File: config.mk
export PLATFORM = sky130hd
export DESIGN_NAME = dispatch_ctrl_flat
export DESIGN_NICKNAME = d
export VERILOG_FILES = /design/src/rtl/dispatch_ctrl_pkg.sv /design/src/rtl/dispatch_ctrl_if.sv /design/src/rtl/dispatch_ctrl_tag_alloc.sv /design/src/rtl/dispatch_ctrl.sv /design/src/flat_wrapper.sv
export SDC_FILE = /design/constraint.sdc
export NUM_CORES = 1
export LEC_CHECK = 0
export ABC_AREA = 1
export CAP_MARGIN = 20
export CORE_MARGIN = 8
export CORE_UTILIZATION = 30
export CTS_CLUSTER_SIZE = 25
export DETAILED_ROUTE_END_ITERATION = 10
export SLEW_MARGIN = 20
export SYNTH_ARGS = -nofsm -noshare
export SYNTH_HDL_FRONTEND = slang
export SYNTH_HIERARCHICAL = 1
export SYNTH_SLANG_ARGS = --single-unit
File: constraint.sdc
create_clock -name clk -period 2.49 [get_ports clk]
set_input_delay 0.249 -clock clk [delete_from_list [all_inputs] [get_ports clk]]
set_output_delay 0.249 -clock clk [all_outputs]
set_load 0.05 [all_outputs]
File: src/rtl/dispatch_ctrl_pkg.sv
// Shared sizing, bus types and FSM encoding for the dispatch controller
// and its ROB tag allocator.
package dispatch_ctrl_pkg;

  localparam int ROB_DEPTH  = 16;
  localparam int NICK_W     = 5;
  localparam int RS_DEPTH   = 16;
  localparam int LSB_DEPTH  = 16;
  localparam int REG_W      = 5;
  localparam int RS_CRED_W  = $clog2(RS_DEPTH + 1);
  localparam int LSB_CRED_W = $clog2(LSB_DEPTH + 1);

  typedef logic [REG_W-1:0]      name_bus_t;
  typedef logic [NICK_W-1:0]     nick_bus_t;
  typedef logic [RS_CRED_W-1:0]  rs_cred_t;
  typedef logic [LSB_CRED_W-1:0] lsb_cred_t;

  typedef enum logic {
    ST_RUN   = 1'b0,
    ST_FLUSH = 1'b1
  } state_e;

  // Rename write presented to the regfile one cycle after an accept.
  typedef struct packed {
    logic      nick_en;
    name_bus_t regnm;
    nick_bus_t nick;
  } rename_t;

  // Tags live in 1..ROB_DEPTH; 0 is reserved for "no pending producer".
  function automatic nick_bus_t next_tag(input nick_bus_t tag);
    return (tag == nick_bus_t'(ROB_DEPTH)) ? nick_bus_t'(1) : tag + nick_bus_t'(1);
  endfunction

endpackage

File: src/rtl/dispatch_ctrl_if.sv
// Decoder-side handshake plus regfile/ROB/RS/LSB signals of the dispatch
// controller, bundled so the top has a single bus port.
interface dispatch_ctrl_if;
  import dispatch_ctrl_pkg::*;

  logic      iDEC_valid;
  logic      oDEC_ready;
  name_bus_t iDEC_rd_regnm;
  logic      iDEC_is_ls;
  logic      iDEC_no_rd;

  logic      oRF_en;
  logic      oRF_nick_en;
  name_bus_t oRF_nick_regnm;
  nick_bus_t oRF_nick;

  logic      oROB_alloc;
  nick_bus_t oROB_tag;
  logic      iROB_commit;
  nick_bus_t oROB_cnt;

  logic      iRS_free;
  logic      iLSB_free;

  // Environment side: decoder and back-end units.
  modport master (
    output iDEC_valid, iDEC_rd_regnm, iDEC_is_ls, iDEC_no_rd,
    output iROB_commit, iRS_free, iLSB_free,
    input  oDEC_ready, oRF_en, oRF_nick_en, oRF_nick_regnm, oRF_nick,
    input  oROB_alloc, oROB_tag, oROB_cnt
  );

  // Dispatch controller side.
  modport slave (
    input  iDEC_valid, iDEC_rd_regnm, iDEC_is_ls, iDEC_no_rd,
    input  iROB_commit, iRS_free, iLSB_free,
    output oDEC_ready, oRF_en, oRF_nick_en, oRF_nick_regnm, oRF_nick,
    output oROB_alloc, oROB_tag, oROB_cnt
  );

endinterface

File: src/rtl/dispatch_ctrl_tag_alloc.sv
// ROB tag allocator: wrapping tail pointer that never issues tag 0, plus
// the count of occupied ROB entries.
module dispatch_ctrl_tag_alloc
  import dispatch_ctrl_pkg::*;
(
  input  logic      clk,
  input  logic      rst_n,
  input  logic      clear,
  input  logic      alloc,
  input  logic      commit,
  output nick_bus_t tail,
  output nick_bus_t cnt,
  output logic      full
);

  logic do_commit;

  // A retire with nothing outstanding is a stale pulse and is dropped.
  assign do_commit = commit & (cnt != '0);
  assign full      = (cnt == nick_bus_t'(ROB_DEPTH));

  // NOTE: state registers use non-blocking assignments so every flop samples
  // pre-edge values regardless of process evaluation order.
  always_ff @(posedge clk or negedge rst_n) begin
    if (!rst_n) begin
      tail <= nick_bus_t'(1);
      cnt  <= '0;
    end else if (clear) begin
      tail <= nick_bus_t'(1);
      cnt  <= '0;
    end else begin
      if (alloc) tail <= next_tag(tail);
      unique case ({alloc, do_commit})
        2'b10:   cnt <= cnt + nick_bus_t'(1);
        2'b01:   cnt <= cnt - nick_bus_t'(1);
        default: cnt <= cnt;
      endcase
    end
  end

endmodule

File: src/rtl/dispatch_ctrl.sv
// Instruction dispatch sequencer: accepts one decoded instruction per cycle,
// allocates a ROB tag, drives regfile enable/rename write, tracks capacity.
module dispatch_ctrl
  import dispatch_ctrl_pkg::*;
(
  input  logic           clk,
  input  logic           rst_n,
  input  logic           rdy,
  input  logic           clr,
  dispatch_ctrl_if.slave bus
);

  state_e    state_q, state_d;
  logic      dec_ready;
  logic      accept;
  logic      clear;
  logic      credit_ok;
  logic      rob_full;
  nick_bus_t tail;
  nick_bus_t rob_cnt;

  rs_cred_t  rs_credit;
  lsb_cred_t lsb_credit;
  logic      rs_take, rs_give;
  logic      lsb_take, lsb_give;

  logic      rf_en_q;
  nick_bus_t tag_q;
  rename_t   ren_q;

  // ---------------------------------------------------------------- FSM
  always_ff @(posedge clk or negedge rst_n) begin
    if (!rst_n) state_q <= ST_RUN;
    else        state_q <= state_d;
  end

  assign credit_ok = bus.iDEC_is_ls ? (lsb_credit != '0) : (rs_credit != '0);

  // NOTE: every always_comb output gets a default first, so no path can
  // leave it unassigned and infer a latch.
  always_comb begin
    state_d   = state_q;
    dec_ready = 1'b0;
    unique case (state_q)
      ST_RUN: begin
        if (clr) state_d = ST_FLUSH;
        dec_ready = rdy & ~clr & ~rob_full & credit_ok;
      end
      ST_FLUSH: state_d = ST_RUN;
      default:  state_d = ST_RUN;
    endcase
  end

  assign bus.oDEC_ready = dec_ready;
  assign accept         = bus.iDEC_valid & dec_ready;

  // Flush edge and the FLUSH cycle both hold allocation state at reset
  // values; clr takes effect even while rdy is low.
  assign clear = (clr & (state_q == ST_RUN)) | (state_q == ST_FLUSH);

  // ---------------------------------------------------------------- ROB tags
  dispatch_ctrl_tag_alloc u_tag_alloc (
    .clk    (clk),
    .rst_n  (rst_n),
    .clear  (clear),
    .alloc  (accept),
    .commit (bus.iROB_commit & rdy),
    .tail   (tail),
    .cnt    (rob_cnt),
    .full   (rob_full)
  );

  assign bus.oROB_cnt = rob_cnt;

  // ---------------------------------------------------------------- credits
  assign rs_take  = accept & ~bus.iDEC_is_ls;
  assign lsb_take = accept &  bus.iDEC_is_ls;
  assign rs_give  = rdy & bus.iRS_free;
  assign lsb_give = rdy & bus.iLSB_free;

  // Simultaneous take and give cancel; a give at full credit saturates.
  always_ff @(posedge clk or negedge rst_n) begin
    if (!rst_n) begin
      rs_credit  <= rs_cred_t'(RS_DEPTH);
      lsb_credit <= lsb_cred_t'(LSB_DEPTH);
    end else if (clear) begin
      rs_credit  <= rs_cred_t'(RS_DEPTH);
      lsb_credit <= lsb_cred_t'(LSB_DEPTH);
    end else begin
      unique case ({rs_take, rs_give})
        2'b10:   rs_credit <= rs_credit - rs_cred_t'(1);
        2'b01:   if (rs_credit != rs_cred_t'(RS_DEPTH)) rs_credit <= rs_credit + rs_cred_t'(1);
        default: rs_credit <= rs_credit;
      endcase
      unique case ({lsb_take, lsb_give})
        2'b10:   lsb_credit <= lsb_credit - lsb_cred_t'(1);
        2'b01:   if (lsb_credit != lsb_cred_t'(LSB_DEPTH)) lsb_credit <= lsb_credit + lsb_cred_t'(1);
        default: lsb_credit <= lsb_credit;
      endcase
    end
  end

  // ---------------------------------------------------------------- outputs
  // accept already excludes clr, FLUSH and rdy low, so those force zeros.
  always_ff @(posedge clk or negedge rst_n) begin
    if (!rst_n) begin
      rf_en_q <= 1'b0;
      tag_q   <= '0;
      ren_q   <= '0;
    end else begin
      rf_en_q <= accept;
      tag_q   <= accept ? tail : '0;
      if (accept && !bus.iDEC_no_rd && bus.iDEC_rd_regnm != '0)
        ren_q <= '{nick_en: 1'b1, regnm: bus.iDEC_rd_regnm, nick: tail};
      else
        ren_q <= '0;
    end
  end

  assign bus.oRF_en         = rf_en_q;
  assign bus.oROB_alloc     = rf_en_q;
  assign bus.oROB_tag       = tag_q;
  assign bus.oRF_nick_en    = ren_q.nick_en;
  assign bus.oRF_nick_regnm = ren_q.regnm;
  assign bus.oRF_nick       = ren_q.nick;

endmodule

File: src/flat_wrapper.sv
// flat-port wrapper written by rule: the top's interface ports become plain ports
module dispatch_ctrl_flat import dispatch_ctrl_pkg::*;
  (clk, rst_n, rdy, clr, bus_iDEC_valid, bus_iDEC_rd_regnm, bus_iDEC_is_ls, bus_iDEC_no_rd, bus_iROB_commit, bus_iRS_free, bus_iLSB_free, bus_oDEC_ready, bus_oRF_en, bus_oRF_nick_en, bus_oRF_nick_regnm, bus_oRF_nick, bus_oROB_alloc, bus_oROB_tag, bus_oROB_cnt);
  dispatch_ctrl_if bus_i ();
  input  logic clk;
  input  logic rst_n;
  input  logic rdy;
  input  logic clr;
  input wire logic [$bits(bus_i.iDEC_valid)-1:0] bus_iDEC_valid;
  input wire logic [$bits(bus_i.iDEC_rd_regnm)-1:0] bus_iDEC_rd_regnm;
  input wire logic [$bits(bus_i.iDEC_is_ls)-1:0] bus_iDEC_is_ls;
  input wire logic [$bits(bus_i.iDEC_no_rd)-1:0] bus_iDEC_no_rd;
  input wire logic [$bits(bus_i.iROB_commit)-1:0] bus_iROB_commit;
  input wire logic [$bits(bus_i.iRS_free)-1:0] bus_iRS_free;
  input wire logic [$bits(bus_i.iLSB_free)-1:0] bus_iLSB_free;
  output wire logic [$bits(bus_i.oDEC_ready)-1:0] bus_oDEC_ready;
  output wire logic [$bits(bus_i.oRF_en)-1:0] bus_oRF_en;
  output wire logic [$bits(bus_i.oRF_nick_en)-1:0] bus_oRF_nick_en;
  output wire logic [$bits(bus_i.oRF_nick_regnm)-1:0] bus_oRF_nick_regnm;
  output wire logic [$bits(bus_i.oRF_nick)-1:0] bus_oRF_nick;
  output wire logic [$bits(bus_i.oROB_alloc)-1:0] bus_oROB_alloc;
  output wire logic [$bits(bus_i.oROB_tag)-1:0] bus_oROB_tag;
  output wire logic [$bits(bus_i.oROB_cnt)-1:0] bus_oROB_cnt;
  assign bus_i.iDEC_valid = bus_iDEC_valid;
  assign bus_i.iDEC_rd_regnm = bus_iDEC_rd_regnm;
  assign bus_i.iDEC_is_ls = bus_iDEC_is_ls;
  assign bus_i.iDEC_no_rd = bus_iDEC_no_rd;
  assign bus_i.iROB_commit = bus_iROB_commit;
  assign bus_i.iRS_free = bus_iRS_free;
  assign bus_i.iLSB_free = bus_iLSB_free;
  assign bus_oDEC_ready = bus_i.oDEC_ready;
  assign bus_oRF_en = bus_i.oRF_en;
  assign bus_oRF_nick_en = bus_i.oRF_nick_en;
  assign bus_oRF_nick_regnm = bus_i.oRF_nick_regnm;
  assign bus_oRF_nick = bus_i.oRF_nick;
  assign bus_oROB_alloc = bus_i.oROB_alloc;
  assign bus_oROB_tag = bus_i.oROB_tag;
  assign bus_oROB_cnt = bus_i.oROB_cnt;
  dispatch_ctrl u_core (.clk(clk), .rst_n(rst_n), .rdy(rdy), .clr(clr), .bus(bus_i));
endmodule
==> summary.md <==
| Metric | Value |
|---|---|
| Status | finished, final reports clean |
| Least-Margin Pin Slew | 806 ps |
| Pin count of the biggest net entering global routing | 39 |
| Vias per inst | approximately 4.4 |
| Final net count | 377 |
| Max Cap Viol | 0 |
| Worst Path Arrival | 2510 ps |
| Sequential element share of the synthesized area | 42.6% |
| GRT Util Overall | a little over a tenth |
| Final non-filler cell total | 448 |
| Number of buffers added on ports | 38 |
| Root Buffer | clkbuf_8 |
| Critical path's largest stage delay | 490 ps |
| Setup ws final | 157 ps |
| Pwr Density | ~660 nW/um2 |
| Largest family of logic cells by synthesized area | simple AND/OR/NAND/NOR gates |
| Final hold viol count | 0 |
| IR Drop Worst-Case VDD | 0.000276 V |
| TritonCTS clock tree | built |
| Clock transition at path regs | 80 ps |
| Wirelength per Cell | 11.6 um |
| Share of layout cells above drive strength 1 | 21.2% |
| Final Critical Period | 2330 ps |
| Longest Clk Path Bufs | 2 |
| Ranking of synthesized cells by area | dfrtp_1 (39%), nand2_1 (12%), nand3_1 (7.6%) |
| Post-DRT Antenna Nets | 0 |
| CTS Buf Count | 5 |
| Yosys reg bits | 38 |
| Total grt overflow | 0 |
| Pre-antenna DRT Iters | 4 |
| Final wirelength | 5.19 mm |
| Hpwl dp | 3.96 mm |
| Mux share of post-synthesis cell area | 0% |
| Gpl congestion | 0.812 |
| Die Wd | 102 um |
| Final hold slack | 40.3 ps |
| Slowest CP cell | dfrtp_4 |
| Row cnt | 31 |
| Clock Latency Late Sink | 290 ps |
| Post-Syn Instances | around 290 |
| Xor/xnor share of the synthesized area | 2.74% |
| TritonCTS sink count | 38 |
| Yosys cell types | 29 |
| Initial antenna violation count | 0 |
| Routed via count | 1962 |
| Unrepaired setup endpoints after global routing | true |
| Worst EP required | approximately 2700 ps |
| Top cell type's share of synthesized area | between 30% and 40% |
| Yosys top cell by area | dfrtp_1 |
| Syn Nets | 315 |
| Post-route DRC | 0 |
| Max FO, Critical Path | 6 |
| DIE AREA | 10500 um2 |
| IO Pins | 39 |
| H-Tree Depth | 2 |
| Worst R2R Path Depth | 18 |
| Inst Count DP | 428 |
| # setup viols final | 0 |
| Core footprint | around 7300 um2 |
| Dpl cell area | approximately 2900 um2 |
| Design Area, Final | 3180 um2 |
| Final Cycle Share | 93.7% |
| Place WS | -29.5 ps |
| Hold_buf cts | 0 |
| Pleak | 1.56 nW |
| Yosys warning total | 6 |
| Adder-Cell Fraction of Synth Area | 8.49% |
| Worst Setup Start Kind | register |
| Hold Path Class | input pin to asynchronous set/reset pin |
| Slew headroom | between 40% and 50% |
| CP dominant cell by count | nand2_1 |
| Crit path kind | register to register |
| Simple-gate portion of the synthesized area | between 30% and 40% |
| Vias in the first global route | ~1900 |
| CP cell instances | nor2_4 -> nand2_1 -> nor2_1 -> inv_1 -> nand2_1 -> nor2_1 -> nand2_1 -> nor2_4 -> nand3_4 -> nand2_8 -> buf_4 -> ha_1 -> nand3_1 -> nand2_1 -> xnor2_2 -> nor2_1 -> nand2_1 -> nand2_1 |
| Clk_skew | approximately 7.5 ps |
| First-pass GRT wire length | 8.92 mm |
| Synth Area in Compound Gates | 4.75% |
| Synthesis-to-layout area growth | 41.8% |
| Die Height | 102 um |
| Diodes inserted | 0 |
| Initial Utilization | 30.9% |
| Iter 0 DRT Violations | just over 70 |
| Element type at the critical path end | register |
| Final core occ | roughly 44% |
| Synth Area per Inst | 7.84 um2 |
| Final Max Slew Viols | 0 |
| Post-Syn Area | between 2000 and 2500 um2 |
| Max Fclk | 429 MHz |
flip-flops by register name (all words and copies together) (netlist names):
name	flops
u_core/bus.oRF_nick	5
u_core/bus.oRF_nick_regnm	5
u_core/bus.oROB_tag	5
u_core/lsb_credit	5
u_core/rs_credit	5
u_core/u_tag_alloc/cnt	5
u_core/u_tag_alloc/tail	5
u_core/bus.oRF_en	1
u_core/bus.oRF_nick_en	1
u_core/state_q	1
kinds of logic (layout without fill, tap and decap cells):
family          Yosys count  in the layout
xor+xnor                  7              7
simple gates            160            160
flops                    38             38
fa+ha+maj                14             14
compound gates           17             17
buf+inv                  50            113
what timing repair did:
action | 4_1_cts | 5_1_grt
gates resized for setup | 0 | 12
setup endpoints to repair | 0 | 3
setup buffers | 0 | 12
stage by stage:
stage,total power [mW],TNS (ps)
2_1_floorplan,1.29,-76.1
3_3_place_gp,1.48,0
3_5_place_dp,1.49,-29.5
4_1_cts,2.04,0
5_1_grt,2.24,-58.5
6_report,2.09,0
layout make-up:
cell class	instances	area, um2
inverters	48	188
multi-input cells	198	1240
repair buffers	57	541
fillers	742	4080
flip-flops and latches	38	963
well taps	99	124
clock inverters	1	30.0
clock buffers	7	86.3
worst max-delay path, delay by kind of cell, from the launching register on:
family                     cells  cell delay [ps]
xor gates and xnor gates       1              140
adders and majority gates      1              300
buffers and inverters          2              200
DFF                            1              490
and+or+nand+nor               14             1090
report_power, final:
part	internal, mW	leakage [nW]	switching (mW)	total, mW
clock network	0.326	0.0585	0.209	0.535
logic	0.347	0.998	0.447	0.794
registers	0.684	0.501	0.0778	0.762
layer usage:
layer / vias to the layer above / share of wire [%] / global-route usage [%]
li1: 1018 / - / -
met1: 907 / 46 / 12.9
met2: 27 / 49 / 17.9
met3: 10 / 3.7 / 2.66
met4: 0 / 1.8 / 4.06
met5: - / 0 / 0
synthesized netlist by cell type (all sizes together):
library cell / n
xnor2: 4
clkbuf: 1
clkinv: 1
inv: 47
dfstp: 3
nand3b: 1
dfrtp: 35
nand4: 5
o21bai: 1
ha: 12
nor2: 40
o211ai: 1
nand2: 75
or2: 1
nand3: 37
nor3: 1
o21ai: 5
o22ai: 4
a21oi: 6
fa: 2
xor2: 3
buf: 1
path summary, 6_finish.rpt:
kind,start,endpoint,slack [ps]
max,u_core/u_tag_alloc/cnt[0]$_DFFE_PN0P_,u_core/lsb_credit[3]$_DFFE_PN0P_,160
min,rst_n,u_core/bus.oRF_nick[1]$_DFF_PN0_,40
max reg2reg,u_core/u_tag_alloc/cnt[0]$_DFFE_PN0P_,u_core/lsb_credit[3]$_DFFE_PN0P_,160
min reg2reg,u_core/state_q$_DFF_PN0_,u_core/state_q$_DFF_PN0_,420
max in group asynchronous,rst_n,u_core/u_tag_alloc/cnt[0]$_DFFE_PN0P_,1840
min in group clk,u_core/state_q$_DFF_PN0_,u_core/state_q$_DFF_PN0_,420
layout by cell type, fill, tap and decap left out, types with 2 or more instances in the layout:
cell	instances
nand3_2	4
dfstp_2	3
nand2_1	66
a21oi_1	4
nand2_2	6
dfrtp_2	4
fa_2	2
o21ai_0	2
nor2_1	37
nand3_1	29
xnor2_1	3
nand3_4	4
inv_2	5
clkdlybuf4s50_1	36
o21ai_1	3
clkbuf_8	6
ha_4	4
nand4_1	5
o22ai_1	4
buf_4	18
inv_1	40
xor2_1	3
ha_1	8
nor2_4	3
a21oi_2	2
nand2_8	2
buf_12	2
dfrtp_1	30
No activity file was read; power rests on OpenSTA's default activity.
